<file path="config.mk">
export PLATFORM = sky130hd
export DESIGN_NAME = ov7670_dvp_source
export DESIGN_NICKNAME = d
export VERILOG_FILES = /design/src/rtl/ov7670_dvp_source.sv
export SDC_FILE = /design/constraint.sdc
export NUM_CORES = 1
export LEC_CHECK = 0
export BUFFER_PORTS_ARGS = -buffer_cell sky130_fd_sc_hd__buf_4
export CAP_MARGIN = 10
export CORE_MARGIN = 3
export CORE_UTILIZATION = 50
export CTS_CLUSTER_DIAMETER = 200
export DETAILED_ROUTE_END_ITERATION = 6
export PLACE_DENSITY = 0.68
export SLEW_MARGIN = 40
export SYNTH_ARGS = -nofsm -noshare
export SYNTH_HDL_FRONTEND = slang
export SYNTH_SLANG_ARGS = --single-unit
</file>
<file path="constraint.sdc">
create_clock -name clk_i -period 11.5 [get_ports clk_i]
set_clock_uncertainty 0.2 [all_clocks]
set_input_delay 0.575 -clock clk_i [delete_from_list [all_inputs] [get_ports clk_i]]
set_output_delay 0.575 -clock clk_i [all_outputs]
set_load 0.02 [all_outputs]
</file>
<file path="src/rtl/ov7670_dvp_source.sv">
// OV7670-style DVP transmitter: PCLK = clk_i/2, VSYNC/HREF framing and RGB565 test-pattern bytes.
// Define DVP_SOURCE_LFSR_EN to make pattern 3 a seeded LFSR; without it pattern 3 is black.
module ov7670_dvp_source #(
  parameter int ACTIVE_COLUMNS = 640,
  parameter int ACTIVE_ROWS    = 480,
  parameter int H_BLANK        = 144,
  parameter int VSYNC_LINES    = 3,
  parameter int V_BACK         = 17,
  parameter int V_FRONT        = 10
) (
  input  logic        clk_i,
  input  logic        reset_i,
  input  logic        enable_i,
  input  logic [1:0]  pattern_sel_i,
  output logic        pixel_clk_cmos_o,
  output logic        vsync_cmos_o,
  output logic        href_cmos_o,
  output logic [7:0]  pixel_data_cmos_o,
  output logic        frame_done_o,
  output logic [15:0] frame_count_o
);
  localparam logic [15:0] LAST_COL     = 16'(ACTIVE_COLUMNS + H_BLANK - 1);
  localparam logic [15:0] LAST_LINE    = 16'(VSYNC_LINES + V_BACK + ACTIVE_ROWS + V_FRONT - 1);
  localparam logic [15:0] VBACK_START  = 16'(VSYNC_LINES);
  localparam logic [15:0] ACT_START    = 16'(VSYNC_LINES + V_BACK);
  localparam logic [15:0] VFRONT_START = 16'(VSYNC_LINES + V_BACK + ACTIVE_ROWS);
  localparam logic [15:0] ACT_COLS     = 16'(ACTIVE_COLUMNS);
  localparam logic [15:0] BAR_W        = 16'(ACTIVE_COLUMNS / 8);

  typedef enum logic [2:0] {
    IDLE   = 3'd0,
    VSYNC  = 3'd1,
    VBACK  = 3'd2,
    ACTIVE = 3'd3,
    VFRONT = 3'd4
  } state_t;

  function automatic state_t state_for_line(input logic [15:0] line);
    state_t st;
    if (line < VBACK_START) begin
      st = VSYNC;
    end else if (line < ACT_START) begin
      st = VBACK;
    end else if (line < VFRONT_START) begin
      st = ACTIVE;
    end else begin
      st = VFRONT;
    end
    return st;
  endfunction

  function automatic logic [15:0] bar_color(input logic [2:0] idx);
    logic [15:0] color;
    case (idx)
      3'd0:    color = 16'hFFFF;
      3'd1:    color = 16'hFFE0;
      3'd2:    color = 16'h07FF;
      3'd3:    color = 16'h07E0;
      3'd4:    color = 16'hF81F;
      3'd5:    color = 16'hF800;
      3'd6:    color = 16'h001F;
      default: color = 16'h0000;
    endcase
    return color;
  endfunction

  state_t      state_r, state_nxt_s;
  logic        pclk_r, byte_r, vsync_r, href_r, frame_done_r;
  logic [15:0] col_r, line_r, frame_count_r;
  logic [7:0]  data_r;
  logic [1:0]  pattern_r;
  logic [15:0] col_nxt_s, line_nxt_s, row_s, bar_s, word_s, lfsr_word_s;
  logic        byte_nxt_s, start_s, frame_end_s, running_nxt_s, last_nxt_s, href_nxt_s;
  logic [7:0]  data_nxt_s;

  // Position of the byte slot that the next PCLK falling edge will present.
  always_comb begin
    col_nxt_s   = 16'd0;
    line_nxt_s  = 16'd0;
    byte_nxt_s  = 1'b0;
    start_s     = 1'b0;
    frame_end_s = (state_r != IDLE) && (line_r == LAST_LINE) && (col_r == LAST_COL) && byte_r;
    if ((state_r == IDLE) || frame_end_s) begin
      start_s = enable_i;
    end else begin
      byte_nxt_s = ~byte_r;
      if (!byte_r) begin
        col_nxt_s  = col_r;
        line_nxt_s = line_r;
      end else if (col_r == LAST_COL) begin
        line_nxt_s = line_r + 16'd1;
      end else begin
        col_nxt_s  = col_r + 16'd1;
        line_nxt_s = line_r;
      end
    end
    running_nxt_s = ((state_r != IDLE) && !frame_end_s) || start_s;
    state_nxt_s   = running_nxt_s ? state_for_line(line_nxt_s) : IDLE;
    last_nxt_s    = running_nxt_s && (line_nxt_s == LAST_LINE) && (col_nxt_s == LAST_COL) && byte_nxt_s;
    href_nxt_s    = (state_nxt_s == ACTIVE) && (col_nxt_s < ACT_COLS);
  end

`ifdef DVP_SOURCE_LFSR_EN
  logic [15:0] lfsr_r;

  function automatic logic [15:0] lfsr_next(input logic [15:0] q);
    return {q[14:0], q[15] ^ q[13] ^ q[12] ^ q[10]};
  endfunction

  // LFSR is reseeded every frame start and steps after the low byte of each active pixel.
  always_ff @(posedge clk_i or posedge reset_i) begin
    if (reset_i) begin
      lfsr_r <= 16'h0000;
    end else if (pclk_r) begin
      if (start_s) begin
        lfsr_r <= 16'hACE1;
      end else if (href_nxt_s && byte_nxt_s) begin
        lfsr_r <= lfsr_next(lfsr_r);
      end
    end
  end

  assign lfsr_word_s = lfsr_r;
`else
  assign lfsr_word_s = 16'h0000;
`endif

  // Pattern word and byte selection for the upcoming slot.
  always_comb begin
    row_s = line_nxt_s - ACT_START;
    bar_s = col_nxt_s / BAR_W;
    case (pattern_r)
      2'd0:    word_s = col_nxt_s;
      2'd1:    word_s = row_s;
      2'd2:    word_s = bar_color(bar_s[2:0]);
      2'd3:    word_s = lfsr_word_s;
      default: word_s = 16'h0000;
    endcase
    if (href_nxt_s) begin
      data_nxt_s = byte_nxt_s ? word_s[7:0] : word_s[15:8];
    end else begin
      data_nxt_s = 8'h00;
    end
  end

  // Frame FSM, counters and registered DVP outputs; everything but PCLK moves on PCLK falling edges.
  always_ff @(posedge clk_i or posedge reset_i) begin
    if (reset_i) begin
      pclk_r        <= 1'b0;
      state_r       <= IDLE;
      col_r         <= 16'd0;
      line_r        <= 16'd0;
      byte_r        <= 1'b0;
      pattern_r     <= 2'd0;
      vsync_r       <= 1'b0;
      href_r        <= 1'b0;
      data_r        <= 8'h00;
      frame_done_r  <= 1'b0;
      frame_count_r <= 16'd0;
    end else begin
      pclk_r       <= ~pclk_r;
      frame_done_r <= 1'b0;
      if (pclk_r) begin
        state_r <= state_nxt_s;
        col_r   <= col_nxt_s;
        line_r  <= line_nxt_s;
        byte_r  <= byte_nxt_s;
        vsync_r <= (state_nxt_s == VSYNC);
        href_r  <= href_nxt_s;
        data_r  <= data_nxt_s;
        if (start_s) begin
          pattern_r <= pattern_sel_i;
        end
        if (last_nxt_s) begin
          frame_done_r  <= 1'b1;
          frame_count_r <= frame_count_r + 16'd1;
        end
      end
    end
  end

  assign pixel_clk_cmos_o  = pclk_r;
  assign vsync_cmos_o      = vsync_r;
  assign href_cmos_o       = href_r;
  assign pixel_data_cmos_o = data_r;
  assign frame_done_o      = frame_done_r;
  assign frame_count_o     = frame_count_r;
endmodule

</file>
==> metrics.txt, run 1 <==
worst rel slew slack=0.471; global-route wire length before repair=25300 µm; fmax=180 MHz; I/O Buffers=32; Adder-Cell Fraction of Synth Area=0.0140; number of max-cap violations=0; Final setup viols=0; DRC violations left=0; DR pass1 iterations=5; chip width=110 µm; FFs w/ async S/R, synth=1.00; largest net degree at the start of global routing=41; CTS H-tree depth=3; Worst-Skew Late Latency=between 0.3 and 0.4 ns; largest family of logic cells by synthesized area=simple AND/OR/NAND/NOR gates; routed len/inst=19.2 µm; Post-synth EDFFs=0; GRT overflow=0; Synth top area share=0.308; Mean Syn Cell Area=8.24 µm²; cells after synthesis=650; Synth Flop Type=dfrtp_1; FF+latch count, synth=66; Final Hold Fails=0; Netlist Area Pre-Place=between 5000 and 6000 µm²; Leakage=2.45 nW; slowest CP cell=or4_1; postcts setup bufs=0; std cell rows=37; cell mode on critical path=or4_1; Post-Syn Nets=661; ANT cells=0; drt via density=6.48; Die Area=12000 µm²; xor/xnor share of the synthesized area=0.0813; Ports=33; initial antenna violation count=0; Setup TNS=0 ns; CTS tree=built; Total GRT Usage=0.266; Reg clk slew, reported paths=0.08 ns; cell chain of the critical path=ha_1 > nand4_4 > or4_1 > xor2_1 > xnor2_1 > or4_1 > o2111ai_1 > a211oi_2 > a311oi_1 > a22oi_1 > or2_1 > or3_1 > a221oi_2 > o32ai_1 > a21boi_2 > o21ai_1; Worst setup SP type=register; cts bufs inserted=9; CP Buf/Inv Count=0; Max FO, Critical Path=12; 1st-iter DRT viols=480; clock sink total=66; Chip Height=roughly 110 µm; mux cell area share after synthesis=0.0481; PwrDens=101 nW/µm²; Vias=approximately 5200; Final Hold Slack=0.0652 ns; Final Wtd Congestion=0.933; Post-DRT Antenna Nets=0; Hold-fix buffers, CTS=0; Crit. End Element=register; YS warnings=0; Total Wirelength=between 15000 and 20000 µm; worst vdd ir=59.8 µV; Hold Path Class=input port to async pin; count leader, synth=dfrtp_1; area grow syn2layout=11.4%; # nets final=between 600 and 700; synth top area cells=dfrtp_1 (31%), nor2_1 (4.5%), xnor2_1 (4.4%), nand2_1 (4.2%), mux2_2 (3.8%); Critical Path Source=col_r[0]$_DFFE_PP0P_; Crit path required time=11.54 ns; worst slew pin tran=0.790 ns; Post-Synth Simple-Gate Area=0.278; Detail Placement HPWL=11400 µm; share of cells above drive strength 1=0.156; WP data arrival=5.59 ns; most frequent cells after synthesis=dfrtp_1 (66), nor2_1 (64), nand2_1 (60); Seq/Total Area, Yosys=0.308; total power=roughly 600 µW; final worst path period share=0.482; WS Path Type=register to register; Initial Util=0.517; final-report max-slew violation count=0; Max clock buf depth=2; RSZ-0062 raised after global routing=no; # resized after CTS=0; vias in the first global route=5031; area fraction in compound gates after synthesis=0.234; Cell variety after synth=82; Synth area leader=dfrtp_1; core box area=around 10000 µm²; CP max stage delay=0.66 ns; outcome=complete, no violations; RR Startpoint=col_r[0]$_DFFE_PP0P_; clock root buffer=clkbuf_8; min Tclk post-route=5.54 ns; critical path's top delay family=simple AND/OR/NAND/NOR gates
## registers in the layout (all words and copies together), names as in the netlist
signal             count
state_r                3
pixel_data_cmos_o      8
vsync_cmos_o           1
line_r                16
pattern_r              2
col_r                 16
href_cmos_o            1
byte_r                 1
pixel_clk_cmos_o       1
frame_done_o           1
frame_count_o         16
## tightest hold or removal path: stages
cell	delay (ns)
buf_4	0.11
inv_2	0.03
buf_4	0.32
## stage by stage
stage / area [µm²] / util / cells / setup WS [ns]
after CTS: 5960 / 0.575 / 804 / 5.84
after floorplan: 5360 / - / 650 / 6.71
after global routing: 5970 / 0.576 / 804 / 5.65
after global placement: 5670 / 0.546 / 787 / 5.94
after detailed placement: 5690 / 0.548 / 788 / 5.88
final: 5970 / 0.576 / 804 / 5.96
## area by class of cell
type | instances | area [µm²]
Clock buffer | 10 | 138
Inverter | 12 | 45.0
Clock inverter | 6 | 136
Tap cell | 136 | 170
Fill cell | 963 | 4400
Sequential cell | 66 | 1650
Timing Repair Buffer | 39 | 305
Multi-Input combinational cell | 535 | 3520
## worst paths after layout
| path | endpoint | slack [ns] | cells past startpoint |
|---|---|---|---|
| max | pixel_data_cmos_o[0]$_DFFE_PP0P_ | 5.96 | 16 |
| min | pixel_data_cmos_o[7]$_DFFE_PP0P_ | 0.07 | 3 |
| max reg2reg | pixel_data_cmos_o[0]$_DFFE_PP0P_ | 5.96 | 16 |
| min reg2reg | frame_count_o[15]$_DFFE_PP0P_ | 0.28 | 1 |
| max in group asynchronous | col_r[6]$_DFFE_PP0P_ | 10.49 | 4 |
| min in group clk_i | pattern_r[0]$_DFFE_PP0P_ | 0.25 | 2 |
## cells in the final DEF (no fill, tap or decap), types with 4 or more instances in the layout
cell type | netlist | routed
mux2i_1 | 4 | 4
a31oi_1 | 9 | 9
nor3_1 | 19 | 18
o41ai_1 | 4 | 4
nand3_1 | 33 | 33
a211oi_1 | 7 | 7
o2111ai_1 | 4 | 4
ha_1 | 6 | 6
xnor2_1 | 27 | 27
a21o_1 | 6 | 6
and3_1 | 15 | 15
a22oi_1 | 4 | 4
nor4_1 | 14 | 14
nand2_1 | 60 | 60
o21a_1 | 4 | 4
o211ai_1 | 7 | 7
buf_4 | 0 | 38
xor2_1 | 19 | 19
o21ai_1 | 11 | 11
bufinv_16 | 0 | 4
dfrtp_1 | 66 | 65
nor2_1 | 64 | 63
o2bb2ai_1 | 7 | 7
nand4_1 | 17 | 17
or3_1 | 8 | 8
a21oi_1 | 31 | 31
nor2b_1 | 4 | 4
o21ai_0 | 35 | 35
inv_1 | 11 | 10
o22ai_1 | 5 | 5
mux2_2 | 18 | 18
clkbuf_8 | 0 | 10
o31ai_1 | 11 | 11
nand2b_1 | 8 | 8
and4_1 | 4 | 4
## cell families (layout without fill, tap and decap cells)
family                   after synthesis  after routing
AO/OA/AOI/OAI                        182            182
XOR/XNOR                              48             48
adder cells (fa/ha/maj)                6              6
buffers and inverters                 49             67
flip-flops                            66             66
multiplexers                          23             23
AND/OR/NAND/NOR                      276            276
## per-layer routing
layer | up-vias | global-route usage | routed length, µm
met2 | 176 | 0.452 | 7590
met4 | 0 | 0.0890 | 365
met3 | 30 | 0.0458 | 804
met1 | 2529 | 0.343 | 6670
met5 | - | 0 | 0
li1 | 2475 | - | -
## power by group
group | total, mW | internal, mW | switching, mW
logic | 0.0696 | 0.0253 | 0.0443
clock network | 0.271 | 0.173 | 0.0980
registers | 0.263 | 0.240 | 0.0224
total | 0.603 | 0.438 | 0.165
No activity file was read; power rests on OpenSTA's default activity.
==> inputs of run 2 (changes only) <==
Clock period 11.5 ns to 5.8 ns, I/O delays scaled along.
==> run 2 against run 1 <==
Cell count grew 0.87%. Routed wire length grew 1.8%. Non-clock buffer count grew 7. Highest routed layer unchanged. Critical path type unchanged. Critical path depth is the same. Total power grew 74%. Core utilization is essentially flat. Register-to-register slack lost 5.4 ns. Critical endpoint is now pixel_data_cmos_o[2]$_DFFE_PP0P_. Die area is the same.
==> metrics.txt, run 2 (synthesized netlist as in run 1, its figures left out) <==
global-route wire length before repair=25700 µm (was 25300 µm); postcts setup bufs=0 (unchanged); WS Path Type=register to register (unchanged); Setup TNS=0 ns (unchanged); worst slew pin tran=0.826 ns (was 0.790 ns); DRC violations left=0 (unchanged); vias in the first global route=5057 (was 5031); Final Wtd Congestion=0.941 (was 0.933); clock sink total=66 (unchanged); DR pass1 iterations=5 (unchanged); Initial Util=0.517 (unchanged); Multi-input gate area=3550 µm² (was 3520 µm²); CTS tree=built (unchanged); Die Area=12000 µm² (unchanged); final worst path period share=0.913 (was 0.482); # nets final=681 (was 674); Ports=33 (unchanged); Total GRT Usage=0.272 (was 0.266); Worst setup SP type=register (unchanged); WP data arrival=5.32 ns (was 5.59 ns); CTS H-tree depth=3 (unchanged); initial antenna violation count=0 (unchanged); Post-DRT Antenna Nets=0 (unchanged); GRT overflow=0 (unchanged); share of cells above drive strength 1=0.164 (was 0.156); chip width=110 µm (unchanged); Vias=5306 (was 5210); I/O Buffers=32 (unchanged); Chip Height=110 µm (unchanged); fillcell total=959 (was 963); Max clock buf depth=2 (unchanged); worst vdd ir=95.8 µV (was 59.8 µV); Reg clk slew, reported paths=0.08 ns (about the same); final-report max-slew violation count=0 (unchanged); Leakage=2.45 nW (about the same); drt via density=6.54 (was 6.48); min Tclk post-route=5.29 ns (was 5.54 ns); RSZ-0062 raised after global routing=no (unchanged); worst rel slew slack=0.445 (was 0.471); Final Hold Fails=0 (unchanged); clock root buffer=clkbuf_8 (unchanged); core box area=10400 µm² (unchanged); pre-CTS WS=0.536 ns (was 5.88 ns); area grow syn2layout=11.4% (about the same); routed len/inst=19.4 µm (was 19.2 µm); ANT cells=0 (unchanged); Crit. End Element=register (unchanged); Register Area=1650 µm² (unchanged); Final setup viols=0 (unchanged); largest net degree at the start of global routing=67 (was 41); std cell rows=37 (unchanged); Total Wirelength=15700 µm (was 15400 µm); cts bufs inserted=9 (unchanged); Max FO, Critical Path=7 (was 12); Detail Placement HPWL=11600 µm (was 11400 µm); Hold Path Class=input port to register (was input port to async pin); most common cell after layout, fill and taps aside=dfrtp_1 (unchanged); Crit path required time=5.83 ns (was 11.54 ns); PwrDens=175 nW/µm² (was 101 nW/µm²); outcome=complete, no violations (unchanged); commonest non-fill, non-tap cells in the layout=dfrtp_1 (65), nor2_1 (62), nand2_1 (60) (was dfrtp_1 (65), nor2_1 (63), nand2_1 (60)); number of max-cap violations=0 (unchanged); Worst-Skew Late Latency=0.36 ns (about the same); total power=1.05 mW (was 603 µW); 1st-iter DRT viols=533 (was 480); post-route setup slack=0.507 ns (was 5.96 ns); fmax=189 MHz (was 180 MHz)
[run 2: changes by cell type in the layout (fill, tap and decap cells not counted), sizes merged]
cell / change
clkinvlp: -1
dlygate4sd3: +3
clkbuf: -1
bufinv: -3
buf: +4
inv: +1
clkinv: +4
[run 2: worst max-delay path, stage by stage, from the launching register on]
cell and delay, ns:
dfrtp_1 0.46, ha_1 0.28, nand4_4 0.19, or2_1 0.32, nor4_1 0.36, o221ai_1 0.31, a221oi_1 0.47, o2111ai_1 0.38
a211oi_2 0.39, o31ai_1 0.12, o311a_1 0.19, or3_1 0.43, o31a_1 0.33, a221oi_2 0.24, o32ai_1 0.19, a21boi_2 0.22
o21ai_1 0.10
[run 2: power breakdown]
group	total [mW]	internal, mW	switching [mW]
Sequential	0.522	0.476	0.0456
Clock	0.394	0.201	0.193
Combinational	0.131	0.0499	0.0814
[run 2: final timing paths]
kind / cells after the start / slack (ns) / startpoint / end
max: 16 / 0.51 / col_r[0]$_DFFE_PP0P_ / pixel_data_cmos_o[2]$_DFFE_PP0P_
min: 3 / 0.21 / enable_i / pattern_r[1]$_DFFE_PP0P_
max reg2reg: 16 / 0.51 / col_r[0]$_DFFE_PP0P_ / pixel_data_cmos_o[2]$_DFFE_PP0P_
min reg2reg: 1 / 0.27 / frame_count_o[15]$_DFFE_PP0P_ / frame_count_o[15]$_DFFE_PP0P_
max in group asynchronous: 4 / 4.52 / reset_i / pattern_r[0]$_DFFE_PP0P_
min in group asynchronous: 4 / 0.45 / reset_i / pixel_data_cmos_o[5]$_DFFE_PP0P_
[run 2: final cells by class]
cell class                      instances  area share
Multi-Input combinational cell        535       0.594
Timing Repair Buffer                   46      0.0597
Tap cell                              136      0.0285
Sequential cell                        66       0.277
Clock buffer                            9      0.0208
Clock inverter                          7      0.0126
Inverter                               12     0.00755
[run 2: metrics by stage]
step / std cells / instance area [µm²] / hold WS, ns / util
after CTS: 810 / 5920 / 0.00909 / 0.571
after floorplan: 650 / 5360 / 0.242 / -
after global routing: 811 / 5970 / 0.208 / 0.576
after global placement: 792 / 5700 / 0.266 / 0.550
after detailed placement: 792 / 5700 / 0.269 / 0.550
final: 811 / 5970 / 0.212 / 0.576
[run 2: per-layer routing]
metal / global-route usage / routed length, µm / vias up
li1: - / - / 2484
met1: 0.346 / 6940 / 2596
met2: 0.460 / 7700 / 188
met3: 0.0446 / 696 / 38
met4: 0.107 / 380 / 0
met5: 0 / 0 / -
[run 2: what timing repair did]
item / in CTS / in global routing
endpoints found under the setup margin: 0 / 4
hold buffers: 2 / 1
endpoints found under the hold margin: 2 / 66
resized for setup: 0 / 4
